File: src/rtl/clrfade_if.sv
// Bus and PWM-side signal bundle for the clrfade colour sequencer.
// The slave modport belongs to clrfade; the master modport belongs to the bus side.
interface clrfade_if;
    logic        i_wb_stb;
    logic        i_wb_we;
    logic        i_wb_addr;
    logic [31:0] i_wb_data;
    logic [31:0] o_wb_data;
    logic        o_clr_stb;
    logic [31:0] o_clr_data;
    logic        o_busy;

    modport slave (
        input  i_wb_stb, i_wb_we, i_wb_addr, i_wb_data,
        output o_wb_data, o_clr_stb, o_clr_data, o_busy
    );

    modport master (
        output i_wb_stb, i_wb_we, i_wb_addr, i_wb_data,
        input  o_wb_data, o_clr_stb, o_clr_data, o_busy
    );
endinterface

File: src/rtl/clrfade.sv
// Colour sequencer: steps a 3x9-bit colour toward a software target one LSB
// per channel per period tick and strobes each new colour into the PWM stage.
module clrfade #(
    parameter int                  LGPERIOD       = 24,
    parameter logic [LGPERIOD-1:0] DEFAULT_PERIOD = 24'd99_999,
    parameter logic [31:0]         INIT_CLR       = 32'h0003_0000
) (
    input  logic      i_clk,
    input  logic      i_reset,
    clrfade_if.slave  wb
);
    typedef enum logic [1:0] {S_SYNC, S_IDLE, S_FADE} state_t;

    // Internal colour layout is {R[8:0], G[8:0], B[8:0]}.
    function automatic logic [26:0] unpack_clr(input logic [31:0] d);
        return {d[26], d[23:16], d[25], d[15:8], d[24], d[7:0]};
    endfunction

    function automatic logic [31:0] pack_clr(input logic [26:0] c);
        return {5'b0, c[26], c[17], c[8], c[25:18], c[16:9], c[7:0]};
    endfunction

    function automatic logic [8:0] step_chan(input logic [8:0] c, input logic [8:0] t);
        if (c < t)
            return c + 9'd1;
        else if (c > t)
            return c - 9'd1;
        else
            return c;
    endfunction

    function automatic logic [26:0] step_clr(input logic [26:0] c, input logic [26:0] t);
        return {step_chan(c[26:18], t[26:18]), step_chan(c[17:9], t[17:9]),
                step_chan(c[8:0], t[8:0])};
    endfunction

    localparam logic [26:0] INIT_C = unpack_clr(INIT_CLR);

    state_t              r_state, w_state_nx;
    logic [26:0]         r_cur, w_cur_nx;
    logic [26:0]         r_tgt, w_tgt_nx;
    logic [LGPERIOD-1:0] r_period, w_period_nx;
    logic [LGPERIOD-1:0] r_pcnt, w_pcnt_nx;
    logic                r_clr_stb, w_stb_nx;
    logic [31:0]         r_clr_data, w_data_nx;
    logic                r_busy;
    logic [31:0]         r_wb_data, w_wb_data_nx;
    logic                w_wr_clr, w_wr_ctl;
    logic [26:0]         w_new_tgt, w_tick_clr;
    logic                w_unused;

    assign w_wr_clr   = wb.i_wb_stb & wb.i_wb_we & ~wb.i_wb_addr;
    assign w_wr_ctl   = wb.i_wb_stb & wb.i_wb_we &  wb.i_wb_addr;
    assign w_new_tgt  = unpack_clr(wb.i_wb_data);
    // A zero period at tick time means "finish now" rather than one more step.
    assign w_tick_clr = (r_period == '0) ? r_tgt : step_clr(r_cur, r_tgt);
    assign w_unused   = &{1'b0, wb.i_wb_data};

    assign w_period_nx  = w_wr_ctl ? wb.i_wb_data[LGPERIOD-1:0] : r_period;
    assign w_wb_data_nx = wb.i_wb_addr ? {r_busy, 7'h0, 24'(r_period)} : pack_clr(r_cur);

    always_comb begin
        w_state_nx = r_state;
        w_cur_nx   = r_cur;
        w_tgt_nx   = r_tgt;
        w_pcnt_nx  = r_pcnt;
        w_stb_nx   = 1'b0;
        w_data_nx  = r_clr_data;
        case (r_state)
            S_SYNC: begin
                w_stb_nx   = 1'b1;
                w_data_nx  = pack_clr(r_cur);
                w_state_nx = S_IDLE;
            end
            S_FADE: begin
                if (r_pcnt != '0) begin
                    w_pcnt_nx = r_pcnt - 1'b1;
                end else begin
                    w_cur_nx  = w_tick_clr;
                    w_stb_nx  = 1'b1;
                    w_data_nx = pack_clr(w_tick_clr);
                    w_pcnt_nx = r_period;
                    if (w_tick_clr == r_tgt)
                        w_state_nx = S_IDLE;
                end
            end
            default: ;
        endcase
        // A colour write overrides any tick on the same edge.
        if (w_wr_clr) begin
            w_tgt_nx = w_new_tgt;
            w_cur_nx = r_cur;
            if (r_state != S_SYNC) begin
                w_stb_nx  = 1'b0;
                w_data_nx = r_clr_data;
            end
            if (r_period == '0) begin
                w_cur_nx   = w_new_tgt;
                w_stb_nx   = 1'b1;
                w_data_nx  = pack_clr(w_new_tgt);
                w_state_nx = S_IDLE;
            end else if (w_new_tgt == r_cur) begin
                w_state_nx = S_IDLE;
            end else if (r_state == S_FADE) begin
                w_state_nx = S_FADE;
                w_pcnt_nx  = (r_pcnt != '0) ? r_pcnt - 1'b1 : r_pcnt;
            end else begin
                w_state_nx = S_FADE;
                w_pcnt_nx  = r_period;
            end
        end
    end

    always_ff @(posedge i_clk or posedge i_reset) begin
        if (i_reset) begin
            r_state    <= S_SYNC;
            r_cur      <= INIT_C;
            r_tgt      <= INIT_C;
            r_period   <= DEFAULT_PERIOD;
            r_pcnt     <= '0;
            r_clr_stb  <= 1'b0;
            r_clr_data <= INIT_CLR;
            r_busy     <= 1'b0;
            r_wb_data  <= '0;
        end else begin
            r_state    <= w_state_nx;
            r_cur      <= w_cur_nx;
            r_tgt      <= w_tgt_nx;
            r_period   <= w_period_nx;
            r_pcnt     <= w_pcnt_nx;
            r_clr_stb  <= w_stb_nx;
            r_clr_data <= w_data_nx;
            r_busy     <= (w_state_nx == S_FADE);
            r_wb_data  <= w_wb_data_nx;
        end
    end

    assign wb.o_clr_stb  = r_clr_stb;
    assign wb.o_clr_data = r_clr_data;
    assign wb.o_busy     = r_busy;
    assign wb.o_wb_data  = r_wb_data;
endmodule

File: src/flat_wrapper.sv
// flat-port wrapper written by rule: the top's interface ports become plain ports
module clrfade_flat 
#(
    parameter int                  LGPERIOD       = 24,
    parameter logic [LGPERIOD-1:0] DEFAULT_PERIOD = 24'd99_999,
    parameter logic [31:0]         INIT_CLR       = 32'h0003_0000
)
  (i_clk, i_reset, wb_i_wb_stb, wb_i_wb_we, wb_i_wb_addr, wb_i_wb_data, wb_o_wb_data, wb_o_clr_stb, wb_o_clr_data, wb_o_busy);
  clrfade_if wb_i ();
  input  logic i_clk;
  input  logic i_reset;
  input wire logic [$bits(wb_i.i_wb_stb)-1:0] wb_i_wb_stb;
  input wire logic [$bits(wb_i.i_wb_we)-1:0] wb_i_wb_we;
  input wire logic [$bits(wb_i.i_wb_addr)-1:0] wb_i_wb_addr;
  input wire logic [$bits(wb_i.i_wb_data)-1:0] wb_i_wb_data;
  output wire logic [$bits(wb_i.o_wb_data)-1:0] wb_o_wb_data;
  output wire logic [$bits(wb_i.o_clr_stb)-1:0] wb_o_clr_stb;
  output wire logic [$bits(wb_i.o_clr_data)-1:0] wb_o_clr_data;
  output wire logic [$bits(wb_i.o_busy)-1:0] wb_o_busy;
  assign wb_i.i_wb_stb = wb_i_wb_stb;
  assign wb_i.i_wb_we = wb_i_wb_we;
  assign wb_i.i_wb_addr = wb_i_wb_addr;
  assign wb_i.i_wb_data = wb_i_wb_data;
  assign wb_o_wb_data = wb_i.o_wb_data;
  assign wb_o_clr_stb = wb_i.o_clr_stb;
  assign wb_o_clr_data = wb_i.o_clr_data;
  assign wb_o_busy = wb_i.o_busy;
  clrfade #(.LGPERIOD(LGPERIOD), .DEFAULT_PERIOD(DEFAULT_PERIOD), .INIT_CLR(INIT_CLR)) u_core (.i_clk(i_clk), .i_reset(i_reset), .wb(wb_i));
endmodule
File: config.mk
export PLATFORM = sky130hd
export DESIGN_NAME = clrfade_flat
export DESIGN_NICKNAME = d
export VERILOG_FILES = /design/src/rtl/clrfade_if.sv /design/src/rtl/clrfade.sv /design/src/flat_wrapper.sv
export SDC_FILE = /design/constraint.sdc
export NUM_CORES = 1
export LEC_CHECK = 0
export CAP_MARGIN = 20
export CELL_PAD_IN_SITES_DETAIL_PLACEMENT = 1
export CELL_PAD_IN_SITES_GLOBAL_PLACEMENT = 2
export CORE_MARGIN = 2
export CORE_UTILIZATION = 43
export CTS_CLUSTER_DIAMETER = 30
export DETAILED_ROUTE_END_ITERATION = 12
export DONT_BUFFER_PORTS = 1
export PLACE_DENSITY = 0.85
export SKIP_CTS_REPAIR_TIMING = 1
export SYNTH_ARGS = -nofsm -noshare
export SYNTH_HDL_FRONTEND = slang
export SYNTH_SLANG_ARGS = --single-unit
File: constraint.sdc
create_clock -name i_clk -period 11.7 [get_ports i_clk]
set_clock_uncertainty 0.05 [all_clocks]
set_input_delay 3.51 -clock i_clk [delete_from_list [all_inputs] [get_ports i_clk]]
set_output_delay 3.51 -clock i_clk [all_outputs]
set_load 0.02 [all_outputs]
# [Word level (Yosys, flattened, before mapping)]
# Index checks and enable logic that the tools add are counted.
[totals] n_memories=0 wordCells=75 out_inout_bits=66 romBits=0 latch_bits=0 in_bits=37 ram_bits=0 regBits=170
[op_classes] mul=0 magnitude_cmp=6 shifts=0 mux=35 bitwise_logic=4 n_eq_ne=8 reduce_logical=6 n_div=0 add_sub_neg=7
[ops] op="$mux W24" count=7
[ops] op="$mux W32" count=5
[ops] op="$mux W27" count=5
[ops] op="$pmux W32 S2" count=1
[ops] op="$eq A27 B27 Y1" count=2
[ops] op="$mux W9" count=6
[ops] op="$add A9 B1 Y9 const B" count=3
[ops] op="$gt A9 B9 Y1" count=3
[ops] op="$lt A9 B9 Y1" count=3
[ops] op="$sub A9 B1 Y9 const B" count=3
[ops] op="$logic_not A24 Y1" count=1
[ops] op="$reduce_bool A24 Y1" count=1
[ops] op="$sub A24 B1 Y24 const B" count=1
[ops] op="$mux W2" count=5
[ops] op="$ne A5 B5 Y1 const B" count=1
[ops] op="$eq A2 B2 Y1 const B" count=2
[ops] op="$mux W1" count=4
[ops] op="$pmux W2 S2" count=1
[ops] op="$reduce_bool A2 Y1" count=2
[ops] op="$and A1 B1 Y1" count=3
[ops] op="$ne A3 B3 Y1 const B" count=1
[ops] op="$reduce_and A3 Y1" count=1
[ops] op="$logic_not A2 Y1" count=1
[ops] op="$ne A2 B1 Y1 const B" count=1
[ops] op="3 further kinds" count=3

# [Depth between registers and ports, before layout]
# Gate-level depths: netlist of run 1.
[depth] ltp_word=10 ltp_mapped=14 depth_no_buf=11

# [Least setup slack after synthesis of run 1]
# No wires, ideal clock.
[synth_timing] path_type="input to register" from="input wb_i_wb_addr" to="register u_core.r_pcnt[2]" path_slack_ns=6.177 arrival_time_ns=5.347 n_path_buf=3 setup_time_ns=0.126 cell_stages=8 required_time_ns=11.524 path_cell_list="clkbuf_1 > or2_2 > a211oi_2 > or2_2 > clkbuf_1 > clkbuf_1 > o21ai_0 > a221o_1"
[synth_between] elab_chain_cells=3 elab_cells_between_ends=4 cone_classes="eq/ne (1); mux (1); bitwise (2)"
[synth_rtl] item="start, declared" line="flat_wrapper.sv:14" text="input wire logic [$bits(wb_i.i_wb_addr)-1:0] wb_i_wb_addr;"
[synth_rtl] item="$not A1 Y1 *" line="clrfade.sv:52" text="assign w_wr_clr = wb.i_wb_stb & wb.i_wb_we & ~wb.i_wb_addr;"
[synth_rtl] item="$and A1 B1 Y1 *" line="clrfade.sv:52"
[synth_rtl] item="$ne A5 B5 Y1 (no line) or $mux W24 (tied branches)"
[synth_rtl] item="end signal, assigned" line="clrfade.sv:130" text="r_pcnt <= w_pcnt_nx;"
[synth_rtl] item="end, declared" line="clrfade.sv:43" text="logic [LGPERIOD-1:0] r_pcnt, w_pcnt_nx;"
# Every way passes the cells marked *; elsewhere a longest branch is shown, timed or not.
# A chain may end at the register's enable or synchronous reset.

# [Final worst setup path of run 1]
[layout_timing] from="input wb_i_wb_stb" to="register u_core.r_pcnt[14]"
[layout_between] elab_chain_cells=3 elab_cells_between_ends=4 cone_classes="eq/ne (1); mux (1); bitwise (2)"
[layout_rtl] item="start, declared" line="flat_wrapper.sv:12" text="input wire logic [$bits(wb_i.i_wb_stb)-1:0] wb_i_wb_stb;"
[layout_rtl] item="$and A1 B1 Y1 * (2 in series)" line="clrfade.sv:52"
[layout_rtl] item="$ne A5 B5 Y1 (no line) or $mux W24 (tied branches)"
# Marks and branches as above.

==> summary.md, run 1 <==
| Metric | Value |
|---|---|
| Max-cap viol count | 0 |
| Post-DP HPWL | 28300 µm |
| Number of flops mapped to enable cells by yosys | 0 |
| Tmin final | 5.63 ns |
| Drt initial violations | 878 |
| Grt met1 use | 0.391 |
| Final Util | 0.470 |
| Post-synth top area share | 0.337 |
| Gp weighted congestion | 0.924 |
| Clock Sinks | 166 |
| Status | completed |
| Largest area contributor in the synthesized netlist | dfrtp_1 |
| Most frequent cells in the layout | 150 x dfrtp_1, 134 x nand2_1, 115 x o21ai_0 |
| Layout area overhead | 6.94% |
| M3 GR Usage | 0.0635 |
| Synth cell types | 84 |
| Total inserted antenna cells | 0 |
| Busiest layer in global routing | met2 |
| Place WS | 5.35 ns |
| Largest net degree at the start of global routing | 102 |
| Die Span X | 165 µm |
| DRC viols | 0 |
| First-pass GRT wire length | 61500 µm |
| Fin crit share | 0.481 |
| CP Capture Point | u_core.r_pcnt[14]$_DFFE_PP0P_ |
| Largest cells by area after synthesis | dfrtp_1 34%, o21ai_0 5.2%, mux2_2 4.9% |
| Leak | 4.79 nW |
| Via count | 9862 |
| Worst reg2reg setup slack | approximately 6.8 ns |
| Max Slew Vio Count | 0 |
| Hold Fails Final Rpt | 0 |
| Critical path class | in2reg |
| Max_slew headroom | 0.301 |
| Worst EP required | 11.98 ns |
| Most frequent cell on the critical path | buf_4 |
| Die ar. | approximately 27000 µm² |
| Worst Tran Pin Value | roughly 1.0 ns |
| Synthesis-stage register bit count | ~170 |
| All-Layer GR Usage | 0.301 |
| Reg2reg end | u_core.wb.o_clr_data[6]$_DFFE_PP0P_ |
| Worst EP arrival | 5.91 ns |
| Syn_area_per_cell | ~8.8 µm² |
| Pre-antenna DRT Iters | 5 |
| Core box area | 25300 µm² |
| Routed WL | 39600 µm |
| Post-layout nets | 1283 |
| CP max FO | between 40 and 50 |
| Wire length per cell | approximately 25 µm |
| Dpl cells | 1521 |
| Post-route setup TNS | 0 ns |
| Startpoint types | input pin |
| Critical Path Max Stage Delay | 0.66 ns |
| Fmax | 178 MHz |
| Initial antenna violation count | 0 |
| Pwr Total | 2.05 mW |
| Mapped Area | between 10000 and 15000 µm² |
| Endpoints failing setup | 0 |
| Met2 usage | 0.502 |
| DIE HEIGHT | about 160 µm |
| H-tree depth | 4 |
| CP Cell Sequence | nand2_1, or2_2, buf_4, a211oi_2, nand2b_1, o21ai_1, buf_4, a22o_1, a21o_1 |
| P per Cell Area | roughly 170 nW/µm² |
| Initial Util | 0.440 |
| Io pins | 103 |
| CTS tree | built |
| Fin cells | 1555 |
| Gate Count Post-Synth | 1270 |
| Vias in the first global route | 10000 |
| Clock slew at reported path FFs | approximately 0.07 ns |
| Port bufs | 0 |
| Rows | between 50 and 60 |
| Post-synthesis async set-or-reset flop share | 1.00 |
| Worst Hold Class | reg2reg |
| Critical R2R Launch | u_core.r_pcnt[0]$_DFFE_PP0P_ |
| Num CTS Buffers | 17 |
| Max VDD drop | 0.0000785 V |
| Number of cells on the worst reg-to-reg path | 11 |
| Crit path from | wb_i_wb_stb |
| CP max stage cell | a211oi_2 |
| Vias per cell | 6.34 |
| Clock Tree Root | clkbuf_16 |
| Routed Antenna Nets | 0 |
| RSZ-0062 raised after global routing | false |
| Clock buffer depth | 2 |
| Setup WS post-layout | 6.07 ns |
| Layout cells sized above 1 | 0.114 |
| Clk_lat worst skew | 0.44 ns |
| Most common cell after layout, fill and taps aside | dfrtp_1 |
| CP endpoint kind | register |
| Ys flop type | dfrtp_1 |
| Seq/Total Area, Yosys | 0.375 |
| Grt ovf | 0 |
| Synth warn | 0 |
==> Yosys cell counts, types with 13 or more instances <==
cell type and instances:
ha_1 34, xor2_1 21, o31ai_1 14, xnor2_1 54
dfstp_2 16, nand2_1 134, inv_1 46, nand4_1 15
buf_2 17, nand3_1 27, a221o_1 24, dfrtp_1 150
o21ai_0 115, nor2_1 107, mux2_2 48, mux2i_1 46
nor3_1 32, clkbuf_1 68, and3_1 13, o22ai_1 16
a21oi_1 56, nor4_1 18
==> per-layer routing <==
layer / vias up / routed length, µm
li1: 4458 / -
met4: 0 / 1100
met2: 327 / 18900
met1: 5014 / 17000
met5: - / 0
met3: 63 / 2570
==> worst min path at each step <==
stage / slack (ns) / start / cells past startpoint / end
2_1_floorplan: 0.41 / u_core.r_pcnt[22]$_DFFE_PP0P_ / 2 / u_core.r_pcnt[22]$_DFFE_PP0P_
3_3_place_gp: 0.43 / u_core.r_pcnt[22]$_DFFE_PP0P_ / 2 / u_core.r_pcnt[22]$_DFFE_PP0P_
3_5_place_dp: 0.44 / u_core.r_tgt[18]$_DFFE_PP1P_ / 2 / u_core.r_tgt[18]$_DFFE_PP1P_
4_1_cts: 0.46 / u_core.r_tgt[18]$_DFFE_PP1P_ / 2 / u_core.r_tgt[18]$_DFFE_PP1P_
5_1_grt: 0.47 / u_core.r_tgt[18]$_DFFE_PP1P_ / 2 / u_core.r_tgt[18]$_DFFE_PP1P_
6_report: 0.46 / u_core.r_tgt[18]$_DFFE_PP1P_ / 2 / u_core.r_tgt[18]$_DFFE_PP1P_
==> where the power goes <==
group / total (mW) / leakage (nW) / switching, mW / internal [mW]
sequential: 0.913 / 2.01 / 0.221 / 0.692
clock: 0.576 / 0.286 / 0.289 / 0.287
combinational: 0.565 / 2.50 / 0.321 / 0.244
==> metrics by stage <==
step	hold slack, ns	area [µm²]
after detailed placement	0.443	11300
after floorplan	0.410	11100
after global placement	0.429	11300
after global routing	0.472	11900
after CTS	0.455	11900
final	0.457	11900
==> flip-flops by register name, indices dropped and copies added (netlist names) <==
name	count
u_core.wb.o_clr_data	32
u_core.wb.o_wb_data	28
u_core.r_cur	27
u_core.r_tgt	27
u_core.r_pcnt	24
u_core.r_period	24
u_core.r_state	2
u_core.wb.o_busy	1
u_core.wb.o_clr_stb	1
==> kinds of logic after synthesis <==
| kind of cell | synth area share |
|---|---|
| DFF | 0.375 |
| xor gates and xnor gates | 0.0610 |
| muxes | 0.0899 |
| and+or+nand+nor | 0.180 |
| adders and majority gates | 0.0382 |
| AOI/OAI and AO/OA | 0.202 |
| other | 0.000337 |
| buffers and inverters | 0.0539 |
==> critical path, delay by kind of cell <==
family / cells / cell delay, ns
AO/OA/AOI/OAI: 4 / 1.15
buffers and inverters: 2 / 0.58
AND/OR/NAND/NOR: 3 / 0.65
==> final cells by class <==
class                      instances  area [µm²]
fill                            2931       13400
multi-input combinational        962        6410
sequential                       166        4170
clock buffer                      18         429
tap                              330         413
inverter                          47         181
clock inverter                    14         160
timing repair buffer              18         143
(Power assumes the default switching activity.)
==> run 2, diff against run 1 <==
- CORE_UTILIZATION: 43 -> 36
- PLACE_DENSITY: 0.85 -> 0.76
- clock period: 11.7 -> 4.6 ns (I/O delays scaled with it)
==> run 2 against run 1 <==
Worst hold slack improved by 0.00097 ns. Cell area rose by 2.3%. Critical path depth rose by 2. Via count rose by 0.43%. Core utilization fell by 7.1 points. Die area rose by 19%. Global-route usage fell by 4.1 points. Clock-buffer cell count rose by 1. Sequential cell count did not move. Cell count rose by 6.1%. Total power rose to 2.5 times the previous value. Critical path type is now reg2reg.
==> summary.md, run 2 (synthesized netlist as in run 1, its figures left out) <==
| Metric | Value |
|---|---|
| CTS tree | built (unchanged) |
| Layout area overhead | 9.44% (was 6.94%) |
| Final instance area | 12200 µm² (was 11900 µm²) |
| Clock Tree Root | clkbuf_16 (unchanged) |
| Startpoint types | register (was input pin) |
| Clock Sinks | 166 (unchanged) |
| CP max stage cell | a2111oi_4 (was a211oi_2) |
| Largest net degree at the start of global routing | 167 (was 102) |
| Pwr Total | 5.18 mW (was 2.05 mW) |
| All-Layer GR Usage | 0.260 (was 0.301) |
| Vias per cell | 6.00 (was 6.34) |
| Hold WS | 0.458 ns (was 0.457 ns) |
| Critical path class | reg2reg (was in2reg) |
| Worst Tran Pin Value | 0.958 ns (was 1.05 ns) |
| Crit path max-delay family | compound AO/OA/AOI/OAI gates (unchanged) |
| Drt initial violations | 709 (was 878) |
| Clock buffer depth | 2 (unchanged) |
| Die Span X | 180 µm (was 165 µm) |
| Critical Path Max Stage Delay | 0.67 ns (was 0.66 ns) |
| Io pins | 103 (unchanged) |
| Routed WL | 41700 µm (was 39600 µm) |
| Layout cells sized above 1 | 0.135 (was 0.114) |
| Fmax | 248 MHz |
| Worst Hold Class | reg2reg (unchanged) |
| Grt ovf | 0 (unchanged) |
| Wire length per cell | 25.3 µm (was 25.5 µm) |
| Max_slew headroom | 0.361 (was 0.301) |
| CP Cell Sequence | inv_1, ha_1, and4_4, and3b_1, a2111oi_4, mux2i_1, o211ai_1, or4_1, nor4b_2, a41oi_1, o31a_1 (was nand2_1, or2_2, buf_4, a211oi_2, nand2b_1, o21ai_1, buf_4, a22o_1, a21o_1) |
| CP endpoint kind | register (unchanged) |
| Via count | 9904 (was 9862) |
| Net Sw Frac | 0.398 (was 0.405) |
| Rows | 64 (was 58) |
| Placed Instance Area | 11600 µm² (was 11300 µm²) |
| Hold Fails Final Rpt | 0 (unchanged) |
| Seq pwr share | 0.436 (was 0.444) |
| Core box area | 30500 µm² (was 25300 µm²) |
| Leak | 4.91 nW (was 4.79 nW) |
| Die ar. | 32400 µm² (was 27200 µm²) |
| DIE HEIGHT | 180 µm (was 165 µm) |
| P per Cell Area | 425 nW/µm² (was 172 nW/µm²) |
| Most frequent cells in the layout | 150 x dfrtp_1, 134 x nand2_1, 115 x o21ai_0 (unchanged) |
| H-tree depth | 4 (unchanged) |
| Worst path bufs/invs | 1 (was 2) |
| Max-cap viol count | 0 (unchanged) |
| Cell-internal power | 3.12 mW (was 1.22 mW) |
| First-pass GRT wire length | 64700 µm (was 61500 µm) |
| Combinational power share | 0.295 (was 0.275) |
| DRC viols | 0 (unchanged) |
| Clk_lat worst skew | 0.46 ns (was 0.44 ns) |
| Fin crit share | 0.878 |
| Post-route setup TNS | 0 ns (unchanged) |
| Initial antenna violation count | 1 (was 0) |
| Max Slew Vio Count | 0 (unchanged) |
| Largest register FFs | 32 (unchanged) |
| Num CTS Buffers | 17 (unchanged) |
| Worst EP required | 4.89 ns (was 11.98 ns) |
| Post-layout nets | 1312 (was 1283) |
| Initial Util | 0.365 (was 0.440) |
| Status | completed (unchanged) |
| Max VDD drop | 0.000281 V (was 0.0000785 V) |
| Pre-antenna DRT Iters | 6 (was 5) |
| Endpoints failing setup | 0 (unchanged) |
| RSZ-0062 raised after global routing | false (unchanged) |
| Worst EP arrival | 4.33 ns (was 5.91 ns) |
| Gp weighted congestion | 0.876 (was 0.924) |
| Fill cells | 3539 (was 2931) |
| CP max FO | 10 (was 47) |
| Vias in the first global route | 10300 (was 10000) |
| Post-DP HPWL | 29700 µm (was 28300 µm) |
| Tmin final | 4.04 ns |
| Most common cell after layout, fill and taps aside | dfrtp_1 (unchanged) |
| Port bufs | 0 (unchanged) |
| NetSw | 2.06 mW (was 0.831 mW) |
| Routed Antenna Nets | 0 (unchanged) |
| Total inserted antenna cells | 0 (unchanged) |
| Clock slew at reported path FFs | 0.07 ns (about the same) |
| Clock power share | 0.269 (was 0.281) |
run 2: cell types whose count changed in the layout (fill, tap and decap cells not counted), sizes merged:
| cell | before | now |
|---|---|---|
| clkinv | 9 | 3 |
| clkbuf | 18 | 19 |
| clkinvlp | 0 | 3 |
| buf | 18 | 47 |
| inv | 52 | 54 |
run 2: through the flow:
step / worst slack, ns / utilization / instances
2_1_floorplan: 1.07 / - / 1273
3_3_place_gp: 0.667 / 0.381 / 1617
3_5_place_dp: 0.605 / 0.381 / 1617
4_1_cts: 0.580 / 0.399 / 1649
5_1_grt: 0.303 / 0.399 / 1650
6_report: 0.561 / 0.399 / 1650
run 2: layout make-up:
| class | count | area (µm²) | area share |
|---|---|---|---|
| Clock inverter | 13 | 108 | 0.00883 |
| Inverter | 47 | 180 | 0.0148 |
| Timing Repair Buffer | 47 | 385 | 0.0316 |
| Clock buffer | 19 | 433 | 0.0355 |
| Tap cell | 396 | 495 | 0.0407 |
| Multi-Input combinational cell | 962 | 6410 | 0.526 |
| Sequential cell | 166 | 4170 | 0.343 |
run 2: worst reg2reg max path, cell delays in order (launching register included):
cell and delay [ns]:
dfrtp_1 0.54, inv_1 0.10, ha_1 0.32, and4_4 0.20, and3b_1 0.20, a2111oi_4 0.67, mux2i_1 0.36, o211ai_1 0.12
or4_1 0.54, nor4b_2 0.28, a41oi_1 0.24, o31a_1 0.31
run 2: final timing paths:
kind | startpoint | to | slack (ns) | depth (start not counted)
setup reg to reg | u_core.r_tgt[11]$_DFFE_PP0P_ | u_core.r_state[1]$_DFF_PP0_ | 0.56 | 11
hold reg to reg | u_core.r_pcnt[22]$_DFFE_PP0P_ | u_core.r_pcnt[22]$_DFFE_PP0P_ | 0.46 | 2
setup / recovery | u_core.r_tgt[11]$_DFFE_PP0P_ | u_core.r_state[1]$_DFF_PP0_ | 0.56 | 11
min in group asynchronous | i_reset | u_core.r_period[17]$_DFFE_PP0P_ | 1.01 | 2
hold / removal | u_core.r_pcnt[22]$_DFFE_PP0P_ | u_core.r_pcnt[22]$_DFFE_PP0P_ | 0.46 | 2
max in group asynchronous | i_reset | u_core.r_cur[17]$_DFFE_PP0P_ | 2.77 | 2
run 2: power groups by stage:
| stage | Clock, mW | Sequential, mW | Combinational, mW |
|---|---|---|---|
| after floorplan | 0 | 2.13 | 1.15 |
| final | 1.40 | 2.26 | 1.53 |
| after CTS | 1.43 | 2.26 | 1.52 |
| after global placement | 0 | 2.26 | 1.47 |
| after global routing | 1.48 | 2.30 | 1.70 |
| after detailed placement | 0 | 2.28 | 1.51 |
run 2: layer usage:
layer / track usage / vias up / share of wire / wire length (µm)
li1: - / 4526 / - / -
met1: 0.346 / 5080 / 0.45 / 18900
met2: 0.429 / 255 / 0.48 / 19900
met3: 0.0511 / 43 / 0.049 / 2030
met4: 0.0751 / 0 / 0.022 / 910
met5: 0 / - / 0 / 0
==> run 3, diff against run 2 <==
- CAP_MARGIN: 20 -> 30
==> run 3 against run 2 <==
Clock-buffer cell count did not move. Non-clock buffer count did not move. Fmax rose by 0.84%. Worst hold slack got worse by 0.0059 ns. Total power fell by 0.27%. Cell area barely moved. Sequential power barely moved.
==> summary.md, run 3 (synthesized netlist as in run 1, its figures left out) <==
| Metric | Value |
|---|---|
| Grt met1 use | 0.340 (was 0.346) |
| Worst reg2reg setup slack | 0.59 ns (was 0.56 ns) |
| Port bufs | 0 (unchanged) |
| Seq pwr share | 0.437 (was 0.436) |
| RSZ-0062 raised after global routing | false (unchanged) |
| Layout cells sized above 1 | 0.135 (unchanged) |
| Vias per cell | 5.96 (was 6.00) |
| Register area | 4170 µm² (unchanged) |
| Clock Sinks | 166 (unchanged) |
| Routed WL | 41300 µm (was 41700 µm) |
| H-tree depth | 4 (unchanged) |
| Fin crit share | 0.871 (was 0.878) |
| Combinational power share | 0.295 (about the same) |
| Max-cap viol count | 0 (unchanged) |
| M3 GR Usage | 0.0450 (was 0.0511) |
| CP endpoint kind | register (unchanged) |
| Worst Hold Class | reg2reg (unchanged) |
| Cell-internal power | 3.12 mW (about the same) |
| Post-DP HPWL | 29800 µm (was 29700 µm) |
| Status | completed (unchanged) |
| Multi-input gate area | 6410 µm² (unchanged) |
| Hold Fails Final Rpt | 0 (unchanged) |
| Post-route setup TNS | 0 ns (unchanged) |
| Busiest layer in global routing | met2 (unchanged) |
| Largest register FFs | 32 (unchanged) |
| Layout area overhead | 9.46% (was 9.44%) |
| CP Cell Sequence | inv_1, ha_1, and4_4, and3b_1, a2111oi_4, mux2i_1, o211ai_1, or4_1, nor4b_2, a41oi_1, o31a_1 (unchanged) |
| Tmin final | 4.01 ns (was 4.04 ns) |
| Endpoints failing setup | 0 (unchanged) |
| P per Cell Area | 424 nW/µm² (was 425 nW/µm²) |
| Worst Hold Path EP | u_core.r_pcnt[22]$_DFFE_PP0P_ (unchanged) |
| Placed Instance Area | 11600 µm² (about the same) |
| Vias in the first global route | 10200 (was 10300) |
| Place WS | 0.619 ns (was 0.605 ns) |
| Grt ovf | 0 (unchanged) |
| Num CTS Buffers | 17 (unchanged) |
| Clock slew at reported path FFs | 0.07 ns (about the same) |
| Drt initial violations | 623 (was 709) |
| CP max stage cell | a2111oi_4 (unchanged) |
| Die ar. | 32400 µm² (unchanged) |
| Clock buffer depth | 2 (unchanged) |
| Io pins | 103 (unchanged) |
| Initial antenna violation count | 0 (was 1) |
| Pre-antenna DRT Iters | 5 (was 6) |
| Worst path bufs/invs | 1 (unchanged) |
| Fmax | 250 MHz (was 248 MHz) |
| Number of cells on the worst reg-to-reg path | 11 (unchanged) |
| Setup WS post-layout | 0.595 ns (was 0.561 ns) |
| Post-layout nets | 1312 (unchanged) |
| Fill cells | 3530 (was 3539) |
| Largest net degree at the start of global routing | 167 (unchanged) |
| First-pass GRT wire length | 63800 µm (was 64700 µm) |
| Most frequent cells in the layout | 150 x dfrtp_1, 134 x nand2_1, 115 x o21ai_0 (unchanged) |
| Total inserted antenna cells | 0 (unchanged) |
| Worst Hold Launch | u_core.r_pcnt[22]$_DFFE_PP0P_ (unchanged) |
| Initial Util | 0.365 (unchanged) |
| Critical path class | reg2reg (unchanged) |
| Clock Tree Root | clkbuf_16 (unchanged) |
| NetSw | 2.05 mW (was 2.06 mW) |
| Routed Antenna Nets | 0 (unchanged) |
| Clk_lat worst skew | 0.46 ns (about the same) |
| Leak | 4.92 nW (was 4.91 nW) |
| All-Layer GR Usage | 0.257 (was 0.260) |
| Rows | 64 (unchanged) |
| DIE HEIGHT | 180 µm (unchanged) |
| Gp weighted congestion | 0.876 (unchanged) |
| CP max FO | 10 (unchanged) |
| Clock power share | 0.268 (was 0.269) |
| Wire length per cell | 25.0 µm (was 25.3 µm) |
| Reg2reg end | u_core.r_state[1]$_DFF_PP0_ (unchanged) |
| Met2 usage | 0.421 (was 0.429) |
| Net Sw Frac | 0.396 (was 0.398) |
| Startpoint types | register (unchanged) |
| Max Slew Vio Count | 0 (unchanged) |
| Crit path max-delay family | compound AO/OA/AOI/OAI gates (unchanged) |
| Max VDD drop | 0.000279 V (was 0.000281 V) |
| Critical Path Max Stage Delay | 0.66 ns (was 0.67 ns) |
| Worst Tran Pin Value | 0.984 ns (was 0.958 ns) |
| DRC viols | 0 (unchanged) |
| Worst hold path depth | 2 (unchanged) |
| Core box area | 30500 µm² (unchanged) |
| Worst EP required | 4.89 ns (about the same) |
| Final instance area | 12200 µm² (about the same) |
| Via count | 9836 (was 9904) |
| CTS tree | built (unchanged) |
| Worst EP arrival | 4.29 ns (was 4.33 ns) |
| Critical R2R Launch | u_core.r_tgt[11]$_DFFE_PP0P_ (unchanged) |
| Die Span X | 180 µm (unchanged) |
| Most common cell after layout, fill and taps aside | dfrtp_1 (unchanged) |
| Max_slew headroom | 0.344 (was 0.361) |
==> run 3: area by class of cell <==
type | count | area share
Multi-Input combinational cell | 962 | 0.526
Sequential cell | 166 | 0.342
Tap cell | 396 | 0.0406
Clock buffer | 19 | 0.0355
Timing Repair Buffer | 47 | 0.0316
Inverter | 47 | 0.0148
Clock inverter | 13 | 0.00903
==> run 3: how the worst max path moves through the flow <==
stage                                  end  cells past startpoint  slack, ns                    startpoint
6_report       u_core.r_state[1]$_DFF_PP0_                     11       0.59  u_core.r_tgt[11]$_DFFE_PP0P_
5_1_grt        u_core.r_state[1]$_DFF_PP0_                     11       0.35   u_core.r_tgt[7]$_DFFE_PP0P_
4_1_cts        u_core.r_state[1]$_DFF_PP0_                     11       0.59  u_core.r_tgt[11]$_DFFE_PP0P_
3_5_place_dp   u_core.r_state[1]$_DFF_PP0_                     11       0.62  u_core.r_tgt[11]$_DFFE_PP0P_
3_3_place_gp   u_core.r_state[1]$_DFF_PP0_                     11       0.67  u_core.r_tgt[11]$_DFFE_PP0P_
2_1_floorplan  u_core.r_cur[0]$_DFFE_PP0P_                      1       1.07                       i_reset
==> run 3: metal layers <==
layer  wire length (µm)  part of all wire
met5                  0                 0
met4               1120             0.027
met3               2000             0.048
met2              19500              0.47
met1              18700              0.45
==> run 3: worst register-to-register path: stages, from the launching register on <==
cell	delay, ns
dfrtp_1	0.52
inv_1	0.10
ha_1	0.33
and4_4	0.20
and3b_1	0.20
a2111oi_4	0.66
mux2i_1	0.36
o211ai_1	0.12
or4_1	0.54
nor4b_2	0.27
a41oi_1	0.23
o31a_1	0.31
==> run 3: per-stage QoR <==
stage | util | hold slack [ns] | instances | total power [mW]
2_1_floorplan | - | 0.410 | 1273 | 3.28
6_report | 0.400 | 0.452 | 1650 | 5.17
5_1_grt | 0.400 | 0.481 | 1650 | 5.46
4_1_cts | 0.400 | 0.454 | 1650 | 5.21
3_3_place_gp | 0.381 | 0.425 | 1617 | 3.74
3_5_place_dp | 0.382 | 0.435 | 1618 | 3.79
==> run 3: power groups by stage <==
| stage | Clock (mW) | Combinational (mW) | Sequential, mW |
|---|---|---|---|
| detailed placement | 0 | 1.51 | 2.28 |
| CTS | 1.43 | 1.52 | 2.26 |
| global route | 1.47 | 1.70 | 2.30 |
| global placement | 0 | 1.47 | 2.26 |
| floorplan | 0 | 1.15 | 2.13 |
| finish | 1.39 | 1.52 | 2.26 |
